## src/rtl/fetch_pkg.sv

```systemverilog
// fetch_pkg: shared constants and fault-code type for the fetch PC stage
package fetch_pkg;
  localparam logic [31:0] HALT_INSTR = 32'hFFFF_FFFF;
  localparam logic [31:0] DEFAULT_RESET_PC = 32'h0000_0000;
  typedef enum logic [1:0] {FC_NONE, FC_RANGE, FC_UNDERFLOW, FC_NORET} fault_code_e;
endpackage

```

## src/rtl/fetch_pc_unit_if.sv

```systemverilog
// fetch_pc_unit_if: redirect controls, instruction word and PC/status outputs of the fetch stage
interface fetch_pc_unit_if;
  logic stall, branch_taken, jump, call, ret, halted, fault;
  logic [31:0] branch_target, jump_target, instruction, PC, pc_plus4;
  logic [1:0] fault_code;
  modport master(output stall, branch_taken, branch_target, jump, jump_target, call, ret, instruction,
                 input PC, pc_plus4, halted, fault, fault_code);
  modport slave(input stall, branch_taken, branch_target, jump, jump_target, call, ret, instruction,
                output PC, pc_plus4, halted, fault, fault_code);
endinterface

```

## src/rtl/return_addr_stack.sv

```systemverilog
// return_addr_stack: circular LIFO of return addresses; push on full overwrites the oldest (ports: push, pop, d, top, empty, full)
module return_addr_stack #(
  parameter int DEPTH = 4,
  parameter int W = 32
) (
  input  logic         clk,
  input  logic         reset,
  input  logic         push,
  input  logic         pop,
  input  logic [W-1:0] d,
  output logic [W-1:0] top,
  output logic         empty,
  output logic         full
);
  localparam int PW = $clog2(DEPTH);
  logic [W-1:0] mem [DEPTH];
  logic [PW-1:0] wp;
  logic [PW:0] cnt;
  assign top = mem[wp - PW'(1)];
  assign empty = cnt == '0;
  assign full = cnt == (PW+1)'(DEPTH);
  always_ff @(posedge clk or posedge reset)
    if (reset) begin
      wp <= '0;
      cnt <= '0;
    end else if (pop) begin
      wp <= wp - PW'(1);
      cnt <= cnt - 1'b1;
    end else if (push) begin
      wp <= wp + PW'(1);
      cnt <= full ? cnt : cnt + 1'b1;
    end
  always_ff @(posedge clk)
    if (push && !pop) mem[wp] <= d;
endmodule

```

## src/rtl/fetch_pc_unit.sv

```systemverilog
// fetch_pc_unit: PC register and next-PC select with halt/fault traps; FETCH_RAS_EN builds the return-address stack
// ports: clk, reset (async, active-high), bus (slave: redirect inputs, instruction in; PC, pc_plus4, halted, fault, fault_code out)
module fetch_pc_unit
  import fetch_pkg::*;
#(
  parameter logic [31:0] RESET_PC = DEFAULT_RESET_PC,
  parameter int IMEM_BYTES = 256,
  parameter int RAS_DEPTH = 4
) (
  input logic clk,
  input logic reset,
  fetch_pc_unit_if.slave bus
);
  localparam logic [31:0] PC_MAX = 32'(IMEM_BYTES - 4);
  logic [31:0] pc_q, target, ras_top;
  logic halted_q, fault_q, live, go, ret_err, bad, load, ras_empty;
  fault_code_e code_q, ret_code;
  assign bus.PC = pc_q;
  assign bus.pc_plus4 = pc_q + 32'd4;
  assign bus.halted = halted_q;
  assign bus.fault = fault_q;
  assign bus.fault_code = code_q;
  assign live = !(halted_q || fault_q || bus.stall);
  assign go = live && bus.instruction != HALT_INSTR;
  always_comb target = bus.ret ? ras_top : (bus.call || bus.jump) ? bus.jump_target :
                       bus.branch_taken ? bus.branch_target : bus.pc_plus4;
  assign ret_err = bus.ret && ras_empty;
  // one range check covers redirect targets and sequential wrap/overflow alike
  assign bad = |target[1:0] || target > PC_MAX;
  assign load = go && !ret_err && !bad;
`ifdef FETCH_RAS_EN
  logic unused_full;
  return_addr_stack #(.DEPTH(RAS_DEPTH)) u_ras (
    .clk, .reset,
    .push(load && bus.call && !bus.ret),
    .pop(go && bus.ret && !ras_empty),
    .d(bus.pc_plus4), .top(ras_top), .empty(ras_empty), .full(unused_full)
  );
  assign ret_code = FC_UNDERFLOW;
`else
  // without a stack every ret is treated as an empty-stack return with its own code
  assign ras_top = '0;
  assign ras_empty = 1'b1;
  assign ret_code = FC_NORET;
`endif
  always_ff @(posedge clk or posedge reset)
    if (reset) begin
      pc_q <= RESET_PC;
      halted_q <= 1'b0;
      fault_q <= 1'b0;
      code_q <= FC_NONE;
    end else begin
      if (load) pc_q <= target;
      if (live && bus.instruction == HALT_INSTR) halted_q <= 1'b1;
      if (go && (ret_err || bad)) begin
        fault_q <= 1'b1;
        code_q <= ret_err ? ret_code : FC_RANGE;
      end
    end
endmodule

```

## src/flat_wrapper.sv

```systemverilog
// flat-port wrapper written by rule: the top's interface ports become plain ports
module fetch_pc_unit_flat import fetch_pkg::*;
#(
  parameter logic [31:0] RESET_PC = DEFAULT_RESET_PC,
  parameter int IMEM_BYTES = 256,
  parameter int RAS_DEPTH = 4
)
  (clk, reset, bus_stall, bus_branch_taken, bus_branch_target, bus_jump, bus_jump_target, bus_call, bus_ret, bus_instruction, bus_PC, bus_pc_plus4, bus_halted, bus_fault, bus_fault_code);
  fetch_pc_unit_if bus_i ();
  input logic clk;
  input logic reset;
  input wire logic [$bits(bus_i.stall)-1:0] bus_stall;
  input wire logic [$bits(bus_i.branch_taken)-1:0] bus_branch_taken;
  input wire logic [$bits(bus_i.branch_target)-1:0] bus_branch_target;
  input wire logic [$bits(bus_i.jump)-1:0] bus_jump;
  input wire logic [$bits(bus_i.jump_target)-1:0] bus_jump_target;
  input wire logic [$bits(bus_i.call)-1:0] bus_call;
  input wire logic [$bits(bus_i.ret)-1:0] bus_ret;
  input wire logic [$bits(bus_i.instruction)-1:0] bus_instruction;
  output wire logic [$bits(bus_i.PC)-1:0] bus_PC;
  output wire logic [$bits(bus_i.pc_plus4)-1:0] bus_pc_plus4;
  output wire logic [$bits(bus_i.halted)-1:0] bus_halted;
  output wire logic [$bits(bus_i.fault)-1:0] bus_fault;
  output wire logic [$bits(bus_i.fault_code)-1:0] bus_fault_code;
  assign bus_i.stall = bus_stall;
  assign bus_i.branch_taken = bus_branch_taken;
  assign bus_i.branch_target = bus_branch_target;
  assign bus_i.jump = bus_jump;
  assign bus_i.jump_target = bus_jump_target;
  assign bus_i.call = bus_call;
  assign bus_i.ret = bus_ret;
  assign bus_i.instruction = bus_instruction;
  assign bus_PC = bus_i.PC;
  assign bus_pc_plus4 = bus_i.pc_plus4;
  assign bus_halted = bus_i.halted;
  assign bus_fault = bus_i.fault;
  assign bus_fault_code = bus_i.fault_code;
  fetch_pc_unit #(.RESET_PC(RESET_PC), .IMEM_BYTES(IMEM_BYTES), .RAS_DEPTH(RAS_DEPTH)) u_core (.clk(clk), .reset(reset), .bus(bus_i));
endmodule
```

## config.mk

```make
export PLATFORM = sky130hd
export DESIGN_NAME = fetch_pc_unit_flat
export DESIGN_NICKNAME = d
export VERILOG_FILES = /design/src/rtl/fetch_pkg.sv /design/src/rtl/fetch_pc_unit_if.sv /design/src/rtl/return_addr_stack.sv /design/src/rtl/fetch_pc_unit.sv /design/src/flat_wrapper.sv
export SDC_FILE = /design/constraint.sdc
export NUM_CORES = 1
export LEC_CHECK = 0
export ABC_AREA = 1
export CAP_MARGIN = 40
export CORE_ASPECT_RATIO = 1.75
export CORE_MARGIN = 1
export CORE_UTILIZATION = 38
export CTS_BUF_LIST = sky130_fd_sc_hd__clkbuf_4 sky130_fd_sc_hd__clkbuf_8
export DETAILED_ROUTE_END_ITERATION = 16
export PLACE_DENSITY = 0.8
export SLEW_MARGIN = 20
export SYNTH_ARGS = -nofsm -noshare
export SYNTH_HDL_FRONTEND = slang
export SYNTH_SLANG_ARGS = --single-unit
```

## constraint.sdc

```tcl
create_clock -name clk -period 2.1 [get_ports clk]
set_input_delay 0.21 -clock clk [delete_from_list [all_inputs] [get_ports clk]]
set_output_delay 0.21 -clock clk [all_outputs]
set_load 0.03 [all_outputs]
```

==> results_dict.tcl <==
set metrics [dict create \
    status "complete, but fails checks" \
    violations "setup timing" \
    dp_hpwl_mm 12.0 \
    crit_path_end_kind "flop" \
    slew-limit-headroom_pct 68.9 \
    cts_tree "done" \
    power_switching_mw 0.447 \
    hold_class "in -> async" \
    htree_levels 2 \
    grt_util_met1_pct 37.9 \
    place_area_um2 6020 \
    num_antenna_cells 0 \
    async_reset_ff_share_pct 100 \
    fmax_mhz 410 \
    ir_drop_mv 0.400 \
    insertion_delay_ps 310 \
    fin_nets 979 \
    synthTopCellsByArea "nand2_1, dfrtp_1, nor2_1, inv_1, nand3_1" \
    routed_via_density 4.89 \
    seq_area_frac_synth_pct 26.4 \
    dieArea_um2 9120 \
    fill_cells 617 \
    area_growth_pct 104 \
    rows 44 \
    p_per_area_nw_per_um2 251 \
    rsz0062_at_grt "true" \
    synth_flop_cell "dfrtp_1" \
    drt-total-wl_mm 15.6 \
    synth_top_area_share_pct 27.6 \
    switching_share_pct 26.4 \
    setup_viol 37 \
    wl_per_cell_um 15.8 \
    finalInstanceArea_um2 6760 \
    synth_common_cells "nand2_1, nor2_1, inv_1" \
    crit_start "u_core.bus.PC[14]" \
    core_area_um2 8370 \
    synth_top_area_cell "nand2_1" \
    die_w_um 72.6 \
    grt-ovfl-total 0 \
    cts_buffer_depth 2 \
    syn_area_um2 3320 \
    r2r-start "u_core.bus.PC[14]" \
    crit_arrival_ps 2640 \
    use_met2_pct 59.4 \
    worst-setup-path-type "reg -> reg" \
    clock_power_share_pct 33.4 \
    yosysWarnings 0 \
    vias 4849 \
    finalHoldViolCount 0 \
    grt_antenna_before_repair 0 \
    drt-initial-drc-count 241 \
    busiest_layer "met2" \
    grt_max_degree 36 \
    crit_path_max_incr_delay_ps 380 \
    final_layout_size_suffix_gt1_share_pct 33.9 \
    cts-root-buf "clkbuf_8" \
    ioPinCount 171 \
    multi_input_area_um2 2480 \
    critPathSlowestCell "dfrtp_1" \
    netlist-cell-type-count 36 \
    clkSlewWorstSetupHoldPaths_ps 80 \
    reg2reg_slack_ps -340 \
    track_usage_pct 32.3 \
    finalCriticalPeriod_ps 2440 \
    leakage_nw 3.34 \
    cp_data_required_time_ps 2300 \
    port_buffers 170 \
    worst_slack_ps -341 \
    p_int_mw 1.25 \
    synthesis.nets 694 \
    synth_edf_count 0 \
    crit_path_frequent_cell "nand2_1" \
    die_h_um 126 \
    syn_avg_cell_area_um2 5.62 \
    grt_pass1_vias 4747 \
    start_kind "flop" \
    grt_pass1_wl_mm 22.5 \
    ctsHoldBuffers 0 \
    worst_r2r_path_depth 16 \
    whs_ps 315 \
    clock-sinks 35 \
    worst_slew_pin_slew_ps 467 \
    crit_fanout 15 \
    place.gp.congestion 0.988 \
    fin_crit_sh_pct 116 \
    ant_nets 0 \
    r2r-end "u_core.bus.PC[19]" \
    pwr-share-comb_pct 26.8 \
    cap_violations 0 \
    initial_core_util_pct 39.7 \
    syn_inst 590 \
    numCtsBuffers 5 \
    fin_util_pct 80.8 \
    yosysMostFrequentCell "nand2_1" \
    crit_chain "nand2_1 -> nor2_2 -> nand2_2 -> nor2_4 -> nand2_1 -> nand3_1 -> nand2_1 -> nand2_1 -> nand3_2 -> nor2_4 -> nand3_4 -> nor2_4 -> nand3_4 -> clkbuf_16 -> nand2_1 -> inv_1" \
    drt-pass1-iter-count 5 \
    drc_errors 0 \
    grtUsageMet3_pct 2.56 \
    clock_skew_ps 13.6 \
    slew_viol_final 0 \
    ys_ff_latch 35 \
    seqCellArea_um2 886 \
    seq_power_share_pct 39.8 \
]
[critical path: cells and delay by family, from the launching register on]
kind	cells	cell delay (ps)
buffers and inverters	2	280
and+or+nand+nor	14	1680
DFF	1	380
[final cells by class]
| class | count | area share (%) |
|---|---|---|
| Clock buffer | 8 | 1.54 |
| Inverter | 81 | 4.57 |
| Multi-Input combinational cell | 452 | 36.6 |
| Sequential cell | 35 | 13.1 |
| Tap cell | 115 | 2.13 |
| Timing Repair Buffer | 300 | 42.0 |
[logic make-up (layout without fill, tap and decap cells)]
family                   Yosys count  count (layout)  share of synthesized area (%)
adder cells (fa/ha/maj)            1               1                          0.377
AND/OR/NAND/NOR                  416             416                           53.2
flip-flops                        35              35                           26.4
buffers and inverters            103             389                           12.7
AO/OA/AOI/OAI                     28              28                           5.39
XOR/XNOR                           7               7                           1.85
[placed cells by master, fill, tap and decap left out, drive strengths merged]
cell type / instances
a21boi: 1
a21oi: 5
a311oi: 1
a31o: 1
a31oi: 1
and2: 7
buf: 150
clkbuf: 11
clkdlybuf4s15: 1
clkdlybuf4s50: 142
clkinv: 1
dfrtp: 35
dlygate4sd2: 4
ha: 1
inv: 80
nand2: 246
nand3: 38
nand3b: 2
nand4: 17
nor2: 100
nor3: 4
nor4: 2
o211ai: 4
o21ai: 11
o21bai: 4
xnor2: 2
xor2: 5
[metal layers]
| metal | share of wire [%] | vias up |
|---|---|---|
| met2 | 54 | 181 |
| met5 | 0 | - |
| met4 | 3.4 | 0 |
| li1 | - | 2379 |
| met1 | 38 | 2255 |
| met3 | 5.2 | 34 |
[state kept, by name, indices dropped and copies added, names as in the netlist]
signal                 flops
u_core.bus.PC             32
u_core.bus.fault_code      2
u_core.bus.halted          1
[stage by stage]
step           std cells  setup WS [ps]  power, mW  setup TNS [ps]
2_1_floorplan        590           -336      0.844          -10550
5_1_grt              991           -474       1.77          -15770
4_1_cts              977           -241       1.69           -7290
6_report             991           -341       1.70          -10390
3_5_place_dp         965           -424       1.12          -13660
3_3_place_gp         965           -385       1.12          -12420
[power by group through the flow]
stage,Sequential [mW],Clock (mW),Combinational (mW)
final,0.675,0.566,0.455
after CTS,0.675,0.573,0.444
after global placement,0.688,0,0.429
after global routing,0.675,0.601,0.491
after detailed placement,0.688,0,0.432
after floorplan,0.690,0,0.154
[worst max path at each step]
stage / to / slack, ps / cells after the start
after floorplan: u_core.bus.PC[4] / -340 / 16
after global placement: u_core.bus.PC[12] / -380 / 14
after detailed placement: u_core.bus.PC[4] / -420 / 14
after CTS: u_core.bus.PC[4] / -240 / 17
after global routing: u_core.bus.PC[23] / -470 / 17
final: u_core.bus.PC[19] / -340 / 16
[what timing repair did]
item                       in CTS  in global routing
pin swaps                       6                 19
buffers inserted                4                 12
resized for setup              51                106
setup endpoints to repair      45                 49
gates cloned                    0                  2
No activity file was read; power rests on OpenSTA's default activity.
==> RTL edit (same settings) <==
Build with the macro `FETCH_RAS_EN` defined.
--- a/src/rtl/fetch_pc_unit.sv
+++ b/src/rtl/fetch_pc_unit.sv
@@ -1,5 +1,7 @@
 // fetch_pc_unit: PC register and next-PC select with halt/fault traps; FETCH_RAS_EN builds the return-address stack
 // ports: clk, reset (async, active-high), bus (slave: redirect inputs, instruction in; PC, pc_plus4, halted, fault, fault_code out)
+`define FETCH_RAS_EN
+
 module fetch_pc_unit
   import fetch_pkg::*;
 #(
Formal check against the unedited RTL: not equivalent (Yosys sat finds a counterexample within 4 cycles, from zero or initial values and one cycle with reset high).
==> RTL edit against the original RTL <==
- the run still ends with setup timing left
- non-clock buffer count is 108 higher
- sequential cell count is 134 higher
- utilization decreased by 15 points
- setup slack worse by 0.86 ns
- combinational power increased by 25%
- total power increased to 4.2 times the old value
- wire length rose by 150%
- synthesized area rose to 2.6 times the old value
- design area up 110%
- critical path type unchanged
==> RTL edit: results (changes against the original RTL) <==
P_comb 0.568 mW (+25%); via count 9550 (+97%); violated checks setup timing; worst skew pair latency 0.49 ns (+0.18 ns); dpl ws -0.923 ns (-0.499 ns); largest cells by area after synthesis edfxtp_1 45%, dfrtp_1 12%, nand2_1 10%; number of synthesized flops with an enable pin 128 (+128); Slew headroom 0.487 (-0.201); Power Sequential 3.55 mW (+430%); layout cells sized above 1 0.375 (+0.0364); Seq/Total Area, Yosys 0.565 (+0.301); crit-path max FO 7 (-8); worst setup path start u_core.bus.PC[8]; Detailed Place HPWL 22400 um (+87%); Peak VDD IR 371 uV (-7.4%); Most used DFF post-synth edfxtp_1; Synth async-reset ratio 0.243 (-0.757); postcts setup bufs 29 (+25); Post-synth top cells 239 x nand2_1, 155 x nor2_1, 128 x edfxtp_1, 71 x o21ai_0, 58 x inv_1; count of cell types in the netlist 39 (+8.3%); RR Startpoint u_core.bus.PC[8]; Switching Fraction 0.219 (-0.0449); initial DRC count 1110 (+360%); setup total negative slack -181.47 ns (-171.08 ns); initial antenna violation count 1 (+1); Total GRT Usage 0.273 (-0.0503); first drt pass iteration count 7 (+2); Switch Pwr 1.54 mW (+250%); max incr delay on CP 0.44 ns (+0.06 ns); Placer Congestion 0.996 (+0.84%); Cells after Synth 974 (+65%); run status finished with violations; setup ws final -1.20 ns (-0.860 ns); RR Endpoint u_core.u_ras.mem[0][4]; DP Area 12100 um^2 (+100%); post-synthesis xor/xnor area fraction 0.00609 (-0.0124); complex-gate fraction of the synthesized area 0.103 (+0.0494); CTS H-Tree Depth 4 (+2); pin count of the biggest net entering global routing 35 (-2.8%); Setup-failing EPs final 198 (+440%)
RTL edit: worst max-delay path by stage:
stage / endpoint / slack (ns)
after global routing: u_core.u_ras.mem[0][25] / -1.21
after floorplan: u_core.u_ras.mem[0][0] / -1.36
after detailed placement: u_core.u_ras.mem[0][17] / -0.92
final: u_core.u_ras.mem[0][4] / -1.20
after CTS: u_core.u_ras.mem[0][6] / -0.69
after global placement: u_core.u_ras.mem[0][30] / -0.94
RTL edit: area by class of cell:
type                       count  area (um^2)
clock inverter                13          248
fill                        1567         7700
inverter                      83          317
tap                          296          370
multi-input combinational    677         4050
timing repair buffer         408         4360
clock buffer                  19          249
sequential                   169         4880
RTL edit: layer usage:
layer | vias up | wire length [um] | track usage
met5 | - | 10 | 0
met4 | 2 | 3700 | 0.172
met3 | 253 | 4020 | 0.0455
met2 | 804 | 18900 | 0.483
met1 | 4444 | 11700 | 0.295
li1 | 4047 | - | -
